File: src/rtl/serial_addsub_if.sv
`default_nettype none
// ============================================================================
// Module      : serial_addsub_if
// Description : Start/busy/done handshake and operand/result bus for the
//               bit-serial adder/subtractor.
// Revision    : 1.0 - initial release
// ============================================================================
interface serial_addsub_if #(
    parameter int WIDTH = 8
);
    logic             start;
    logic             mode;
    logic [WIDTH-1:0] a;
    logic [WIDTH-1:0] b;
    logic             busy;
    logic             done;
    logic [WIDTH-1:0] sum;
    logic             cout;
    logic             ovf;

    modport master (
        output start, mode, a, b,
        input  busy, done, sum, cout, ovf
    );

    modport slave (
        input  start, mode, a, b,
        output busy, done, sum, cout, ovf
    );
endinterface
`default_nettype wire

File: src/rtl/serial_addsub.sv
`default_nettype none
// ============================================================================
// Module      : serial_addsub
// Description : Bit-serial adder/subtractor, one full-adder cell and a carry
//               flop, LSB first, WIDTH+1 cycles from start to done.
// Revision    : 1.0 - initial release
// ============================================================================
module serial_addsub #(
    parameter int WIDTH = 8,
    parameter int CNT_W = $clog2(WIDTH + 1)
) (
    input  wire logic     clk,
    input  wire logic     rst,
    serial_addsub_if.slave bus
);
    localparam logic [1:0]       c_IDLE = 2'd0;
    localparam logic [1:0]       c_RUN  = 2'd1;
    localparam logic [1:0]       c_DONE = 2'd2;
    localparam logic [CNT_W-1:0] c_LAST = CNT_W'(WIDTH - 1);

    logic [1:0]       r_state;
    logic [1:0]       w_next_state;
    logic [WIDTH-1:0] r_a;
    logic [WIDTH-1:0] r_b;
    logic [WIDTH-2:0] r_res;
    logic             r_carry;
    logic [CNT_W-1:0] r_cnt;
    logic [WIDTH-1:0] r_sum;
    logic             r_cout;
    logic             r_ovf;
    logic             w_s;
    logic             w_c;
    logic             w_last;
    logic [WIDTH-1:0] w_shift;
    logic             w_busy;
    logic             w_done;

    assign w_s     = r_a[0] ^ r_b[0] ^ r_carry;
    assign w_c     = (r_a[0] & r_b[0]) | (r_a[0] & r_carry) | (r_b[0] & r_carry);
    assign w_last  = (r_cnt == c_LAST);
    assign w_shift = {w_s, r_res};

    always_ff @(posedge clk) begin
        if (rst) begin
            r_state <= c_IDLE;
        end else begin
            r_state <= w_next_state;
        end
    end

    always_comb begin
        w_next_state = r_state;
        case (r_state)
            c_IDLE:  if (bus.start) w_next_state = c_RUN;
            c_RUN:   if (w_last)    w_next_state = c_DONE;
            c_DONE:  w_next_state = c_IDLE;
            default: w_next_state = c_IDLE;
        endcase
    end

    always_comb begin
        w_busy = 1'b0;
        w_done = 1'b0;
        case (r_state)
            c_RUN:   w_busy = 1'b1;
            c_DONE:  w_done = 1'b1;
            default: ;
        endcase
    end

    // Subtract is a + ~b + 1: invert B at load and seed the carry with mode.
    always_ff @(posedge clk) begin
        if (rst) begin
            r_a     <= '0;
            r_b     <= '0;
            r_res   <= '0;
            r_carry <= 1'b0;
            r_cnt   <= '0;
            r_sum   <= '0;
            r_cout  <= 1'b0;
            r_ovf   <= 1'b0;
        end else begin
            case (r_state)
                c_IDLE: begin
                    if (bus.start) begin
                        r_a     <= bus.a;
                        r_b     <= bus.mode ? ~bus.b : bus.b;
                        r_carry <= bus.mode;
                        r_cnt   <= '0;
                    end
                end
                c_RUN: begin
                    r_a     <= r_a >> 1;
                    r_b     <= r_b >> 1;
                    r_carry <= w_c;
                    r_res   <= w_shift[WIDTH-1:1];
                    r_cnt   <= r_cnt + CNT_W'(1);
                    // On the MSB cycle r_carry is the carry into the MSB.
                    if (w_last) begin
                        r_sum  <= w_shift;
                        r_cout <= w_c;
                        r_ovf  <= r_carry ^ w_c;
                    end
                end
                default: ;
            endcase
        end
    end

    assign bus.busy = w_busy;
    assign bus.done = w_done;
    assign bus.sum  = r_sum;
    assign bus.cout = r_cout;
    assign bus.ovf  = r_ovf;

endmodule
`default_nettype wire

File: src/flat_wrapper.sv
// flat-port wrapper written by rule: the top's interface ports become plain ports
module serial_addsub_flat 
#(
    parameter int WIDTH = 8,
    parameter int CNT_W = $clog2(WIDTH + 1)
)
  (clk, rst, bus_start, bus_mode, bus_a, bus_b, bus_busy, bus_done, bus_sum, bus_cout, bus_ovf);
  serial_addsub_if #(.WIDTH(WIDTH)) bus_i ();
  input  wire logic clk;
  input  wire logic rst;
  input wire logic [$bits(bus_i.start)-1:0] bus_start;
  input wire logic [$bits(bus_i.mode)-1:0] bus_mode;
  input wire logic [$bits(bus_i.a)-1:0] bus_a;
  input wire logic [$bits(bus_i.b)-1:0] bus_b;
  output wire logic [$bits(bus_i.busy)-1:0] bus_busy;
  output wire logic [$bits(bus_i.done)-1:0] bus_done;
  output wire logic [$bits(bus_i.sum)-1:0] bus_sum;
  output wire logic [$bits(bus_i.cout)-1:0] bus_cout;
  output wire logic [$bits(bus_i.ovf)-1:0] bus_ovf;
  assign bus_i.start = bus_start;
  assign bus_i.mode = bus_mode;
  assign bus_i.a = bus_a;
  assign bus_i.b = bus_b;
  assign bus_busy = bus_i.busy;
  assign bus_done = bus_i.done;
  assign bus_sum = bus_i.sum;
  assign bus_cout = bus_i.cout;
  assign bus_ovf = bus_i.ovf;
  serial_addsub #(.WIDTH(WIDTH), .CNT_W(CNT_W)) u_core (.clk(clk), .rst(rst), .bus(bus_i));
endmodule
File: config.mk
export PLATFORM = sky130hd
export DESIGN_NAME = serial_addsub_flat
export DESIGN_NICKNAME = d
export VERILOG_FILES = /design/src/rtl/serial_addsub_if.sv /design/src/rtl/serial_addsub.sv /design/src/flat_wrapper.sv
export SDC_FILE = /design/constraint.sdc
export NUM_CORES = 1
export LEC_CHECK = 0
export CORE_MARGIN = 3
export CORE_UTILIZATION = 55
export DETAILED_ROUTE_END_ITERATION = 12
export PLACE_DENSITY = 0.83
export REMOVE_ABC_BUFFERS = 1
export SKIP_CTS_REPAIR_TIMING = 1
export SYNTH_ARGS = -nofsm -noshare
export SYNTH_HDL_FRONTEND = slang
export SYNTH_SLANG_ARGS = --single-unit
export TNS_END_PERCENT = 100
File: constraint.sdc
create_clock -name clk -period 3.6 [get_ports clk]
set_input_delay 0.72 -clock clk [delete_from_list [all_inputs] [get_ports clk]]
set_output_delay 0.72 -clock clk [all_outputs]
set_load 0.02 [all_outputs]
# Word level (Yosys, flattened, before mapping)
# Cells that the tools add are included.
[op_classes]
reduce_logical = 5
addsub = 1
bitwise_logic = 9
eq_ne = 5
n_mux = 14
[op_table]
columns = ["operator", "count"]
rows = [
  ["$pmux 8 s2", 2],
  ["$mux 8", 3],
  ["$not 8->8", 1],
  ["$pmux 4 s2", 1],
  ["$reduce_and 2->1", 3],
  ["$add 4x1->4 const B", 1],
  ["$eq 4x3->1 const B", 1],
  ["$mux 2", 2],
  ["$mux 4", 1],
  ["$pmux 2 s2", 1],
  ["$and 1x1->1", 3],
  ["$mux 1", 3],
  ["$xor 1x1->1", 3],
  ["$eq 2x1->1 const B", 1],
  ["$eq 2x2->1 const B", 1],
  ["$logic_not 2->1", 1],
  ["$ne 2x1->1 const B", 1],
  ["$ne 2x2->1 const B", 1],
  ["$or 1x1->1", 2],
  ["$pmux 1 s2", 1],
  ["$reduce_bool 2->1", 1],
]
[totals]
output_inout_bits = 12
wordCells = 43
input_bits = 20
register_bits = 40

# Logic depth before layout (Yosys ltp)
[depth]
depth_word = 4
depth_mapped = 6
ltp_nobuf = 4

# Least setup slack after synthesis
# Ideal clock, no wire load.
[synth_path]
path_type = "register to output"
startpoint = "register u_core.r_state[1]"
endpoint = "output port bus_done"
slack_ns = 1.895
t_arrival_ns = 0.985
path_stages_with_launch = 3
n_path_buf = 1
required_ns = 2.880
path_cell_list = "dfxtp_1 > clkbuf_1 > nor2b_1"
[synth_via]
elab_chain_cells = 2
[synth_lines]
columns = ["element", "line", "source"]
rows = [
  ["from (decl)", "serial_addsub.sv:21", "logic [1:0] r_state;"],
  ["from (signal assigned)", "serial_addsub.sv:45", "r_state <= c_IDLE;"],
  ["from (signal assigned)", "serial_addsub.sv:47", "r_state <= w_next_state;"],
  ["$eq 2x2->1", "serial_addsub.sv:64", "case (r_state)"],
  ["$mux 1", "serial_addsub.sv:64", ""],
  ["to (decl)", "flat_wrapper.sv:16", "output wire logic [$bits(bus_i.done)-1:0] bus_done;"],
]
# No other way between the ends.

# Final worst setup path
[layout_path]
startpoint = "register u_core.r_state[1]"
endpoint = "output port bus_busy"
[layout_via]
elab_chain_cells = 2
[layout_lines]
columns = ["element", "line", "source"]
rows = [
  ["$eq 2x1->1", "serial_addsub.sv:64", ""],
  ["$mux 1", "serial_addsub.sv:64", ""],
  ["to (decl)", "flat_wrapper.sv:15", "output wire logic [$bits(bus_i.busy)-1:0] bus_busy;"],
]
# No other way between the ends.

==> run summary <==
========================================================================================
Leakage power total                                                            0.7563 nW
Area share of the leading cell type in the synthesized netlist                    0.4494
Post-DRT Antenna Nets                                                                  0
Critical path required time                                                      2.88 ns
Sum of net half-perimeters after detailed placement                             2.385 mm
Cells after synthesis                                                                214
Comb power frac                                                                    0.136
Status                                                                      finished clean
Largest net degree at the start of global routing                                     31
N_diodes                                                                               0
Clock Latency Late Sink                                                          0.35 ns
Library cell occupying the most area in the post-synthesis netlist          sky130_fd_sc_hd__dfxtp_1
TritonCTS Buffers                                                                      5
Clock network fraction of design power                                             0.287
Synth Warn #                                                                           0
Synth cell types                                                                      31
Setup_tns                                                                           0 ns
Global placer's final weighted congestion                                         0.7398
Sinks on Clock Net                                                                    40
CTS tree                                                                           built
Power per unit of standard cell area                                        384.3 mW/mm^2
Drt drc                                                                                0
Worst setup path startpoint                                                 u_core.r_state[1]$_SDFFE_PP0P_
Combined area of all synthesized cells                                      0.001782 sq mm
Area Growth Syn to Fin                                                            20.58%
Wire length per cell after detailed routing                                     12.55 um
Ranking of synthesized cells by area                                        sky130_fd_sc_hd__dfxtp_1, sky130_fd_sc_hd__a21oi_1, sky130_fd_sc_hd__o221a_2
Start-to-end type of the worst setup path                                        reg2out
Sequential element share of the synthesized area                                  0.4494
Net count reported at finish                                                         259
CTS root buffer                                                             sky130_fd_sc_hd__clkbuf_4
Boundary Pins                                                                         32
Switching power                                                              0.0002157 W
Busiest layer in global routing                                                     met2
Switch share                                                                      0.2613
Initial DRT Pass Iterations                                                            4
Met1 routing resource usage after global routing                                  0.2365
Start point of the worst hold path                                          u_core.r_res[0]$_SDFFE_PP0P_
Final Slew Violations                                                                  0
Core area                                                                   0.003078 sq mm
Transition at the pin with the smallest max-transition slack                   0.8061 ns
Average footprint of a synthesized cell                                      8.326 sq um
Met3 layer usage reported by global route                                        0.03777
Setup repair after global routing missed its margin                                false
Initial DRC count                                                                     88
Register clock-pin slew on the reported worst setup and hold paths               0.11 ns
Maximum achievable frequency                                                   382.5 MHz
Leading cell types by count after synthesis                                 sky130_fd_sc_hd__dfxtp_1, sky130_fd_sc_hd__a21oi_1, sky130_fd_sc_hd__nor2_1
Number of synthesized flops with an enable pin                                         0
Relative slew slack                                                               0.4615
Total power                                                                  0.0008257 W
Portion of total power attributed to sequential cells                              0.577
Fraction of synthesis flops using an asynchronous set or reset pin                     0
Placed Cells incl. Taps                                                              274
Die Area                                                                    0.003958 sq mm
Clock Path Buffers                                                                     2
Final critical path time including I/O delays and setup                         2.615 ns
Portion of the clock cycle consumed by the worst path in the final layout         0.7263
Number of vias per cell                                                            5.511
Worst slack at placement                                                       0.9187 ns
Port Buf Inserts                                                                      31
Vias after detailed routing                                                         1554
Maximum VDD drop                                                                267.6 uV
Total congestion overflow                                                              0
Data arrival at the endpoint of the critical path                                1.89 ns
Total Routing Usage GR                                                            0.1888
Initial antenna violation count                                                        0
Height of the die                                                               62.92 um
Area of all placed cells without fillers                                    0.002148 sq mm
Post-route non-filler standard cell count                                            282
Chip Width                                                                      62.92 um
Initial core utilization                                                          0.5789
Critical register-to-register path startpoint                               u_core.r_state[0]$_SDFFE_PP0P_
Met2 layer usage reported by global route                                         0.3123
Via count of the first global-routing pass                                          1399
Clock skew                                                                   0.004883 ns
Number of endpoints with negative hold slack in the final report                       0
Most instantiated flip-flop cell in the synthesis netlist                   sky130_fd_sc_hd__dfxtp_1
Number of setup violations in the final report                                         0
Crit start category                                                                 flop
Most common cell in the netlist                                             sky130_fd_sc_hd__dfxtp_1
Count of state elements after synthesis                                               40
Cell row count                                                                        20
Slack of the critical path                                                     0.9854 ns
Placed cell areas                                                           0.002087 sq mm
Ratio of cells with drive above 1 in the final layout                            0.08824
Pint                                                                         0.0006100 W
Critical-path maximum fanout                                                          30
CTS H-tree lvls                                                                        2
Capturing element type of the critical path                                 primary output
Max capacitance violation total                                                        0
Wire length of the first global-routing pass                                    6.058 mm
Type of the worst min-delay path                                                 reg2reg
Total routed wirelength                                                         3.539 mm
========================================================================================
## state kept, by name, indices dropped and copies added, names as in the netlist
name,flops
u_core.r_carry,1
u_core.r_cnt,4
u_core.bus.sum,8
u_core.bus.ovf,1
u_core.r_b,8
u_core.bus.cout,1
u_core.r_state,2
u_core.r_a,8
u_core.r_res,7
## per-layer routing
| metal | up-vias | wire [um] | share of wire |
|---|---|---|---|
| met2 | 35 | 1704 | 0.48 |
| met5 | - | 0 | 0 |
| met3 | 7 | 177 | 0.050 |
| li1 | 800 | - | - |
| met4 | 0 | 46 | 0.013 |
| met1 | 712 | 1611 | 0.46 |
## final timing paths
check,endpoint,slack [ns],cells past startpoint
max,bus_busy,0.99,3
min,u_core.r_res[0]$_SDFFE_PP0P_,0.47,2
max reg2reg,u_core.r_b[3]$_SDFFE_PP0P_,1.99,4
min reg2reg,u_core.r_res[0]$_SDFFE_PP0P_,0.47,2
## worst max-delay path, cell delays in order (launching register included)
cell and delay, ns:
sky130_fd_sc_hd__dfxtp_1 0.32, sky130_fd_sc_hd__nand2b_1 0.16, sky130_fd_sc_hd__inv_2 0.36, sky130_fd_sc_hd__clkdlybuf4s50_1 0.70
## placed cells by master (no fill, tap or decap), types with 2 or more instances in the layout
master,Yosys,layout
sky130_fd_sc_hd__nor2b_1,2,2
sky130_fd_sc_hd__o21ai_0,10,10
sky130_fd_sc_hd__buf_4,0,4
sky130_fd_sc_hd__clkdlybuf4s50_1,0,31
sky130_fd_sc_hd__a211oi_1,2,2
sky130_fd_sc_hd__clkinv_2,0,2
sky130_fd_sc_hd__a22oi_1,9,9
sky130_fd_sc_hd__clkbuf_4,0,5
sky130_fd_sc_hd__o22ai_1,7,7
sky130_fd_sc_hd__inv_1,10,10
sky130_fd_sc_hd__a21oi_1,35,35
sky130_fd_sc_hd__o221a_2,8,8
sky130_fd_sc_hd__nor2_1,19,19
sky130_fd_sc_hd__nand3_1,11,11
sky130_fd_sc_hd__dfxtp_1,40,40
sky130_fd_sc_hd__xnor2_1,8,8
sky130_fd_sc_hd__nand2_1,18,18
sky130_fd_sc_hd__nand3b_1,2,2
## cells by family after synthesis
logic type                 after synthesis  share of synthesized area
DFF                                     40                     0.4494
xor gates and xnor gates                 9                    0.04424
buffers and inverters                   30                    0.07373
and+or+nand+nor                         56                     0.1390
AOI/OAI and AO/OA                       76                     0.2697
adders and majority gates                2                    0.01826
muxes                                    1                   0.005618
## metrics by stage
stage                     hold slack (ns)  utilization
after CTS                          0.4730       0.6980
after global placement             0.4442       0.6780
after global routing               0.4905       0.6980
after floorplan                    0.4305            -
after detailed placement           0.4570       0.6780
final                              0.4698       0.6980
## power by group through the flow
| stage | Sequential [W] | Clock, W | Combinational, W |
|---|---|---|---|
| 3_3_place_gp | 0.000485 | 0 | 0.000110 |
| 5_1_grt | 0.000479 | 0.000262 | 0.000125 |
| 3_5_place_dp | 0.000486 | 0 | 0.000112 |
| 6_report | 0.000476 | 0.000237 | 0.000113 |
| 4_1_cts | 0.000476 | 0.000240 | 0.000113 |
| 2_1_floorplan | 0.000484 | 0 | 0.0000617 |
## final cells by class
| cell class | count | area [sq um] |
|---|---|---|
| tap | 44 | 55.05 |
| timing repair buffer | 35 | 340.3 |
| clock inverter | 2 | 10.01 |
| clock buffer | 6 | 51.30 |
| inverter | 11 | 41.29 |
| fill | 274 | 929.6 |
| sequential | 40 | 800.8 |
| multi-input combinational | 144 | 849.6 |
No activity file was read; power rests on OpenSTA's default activity.
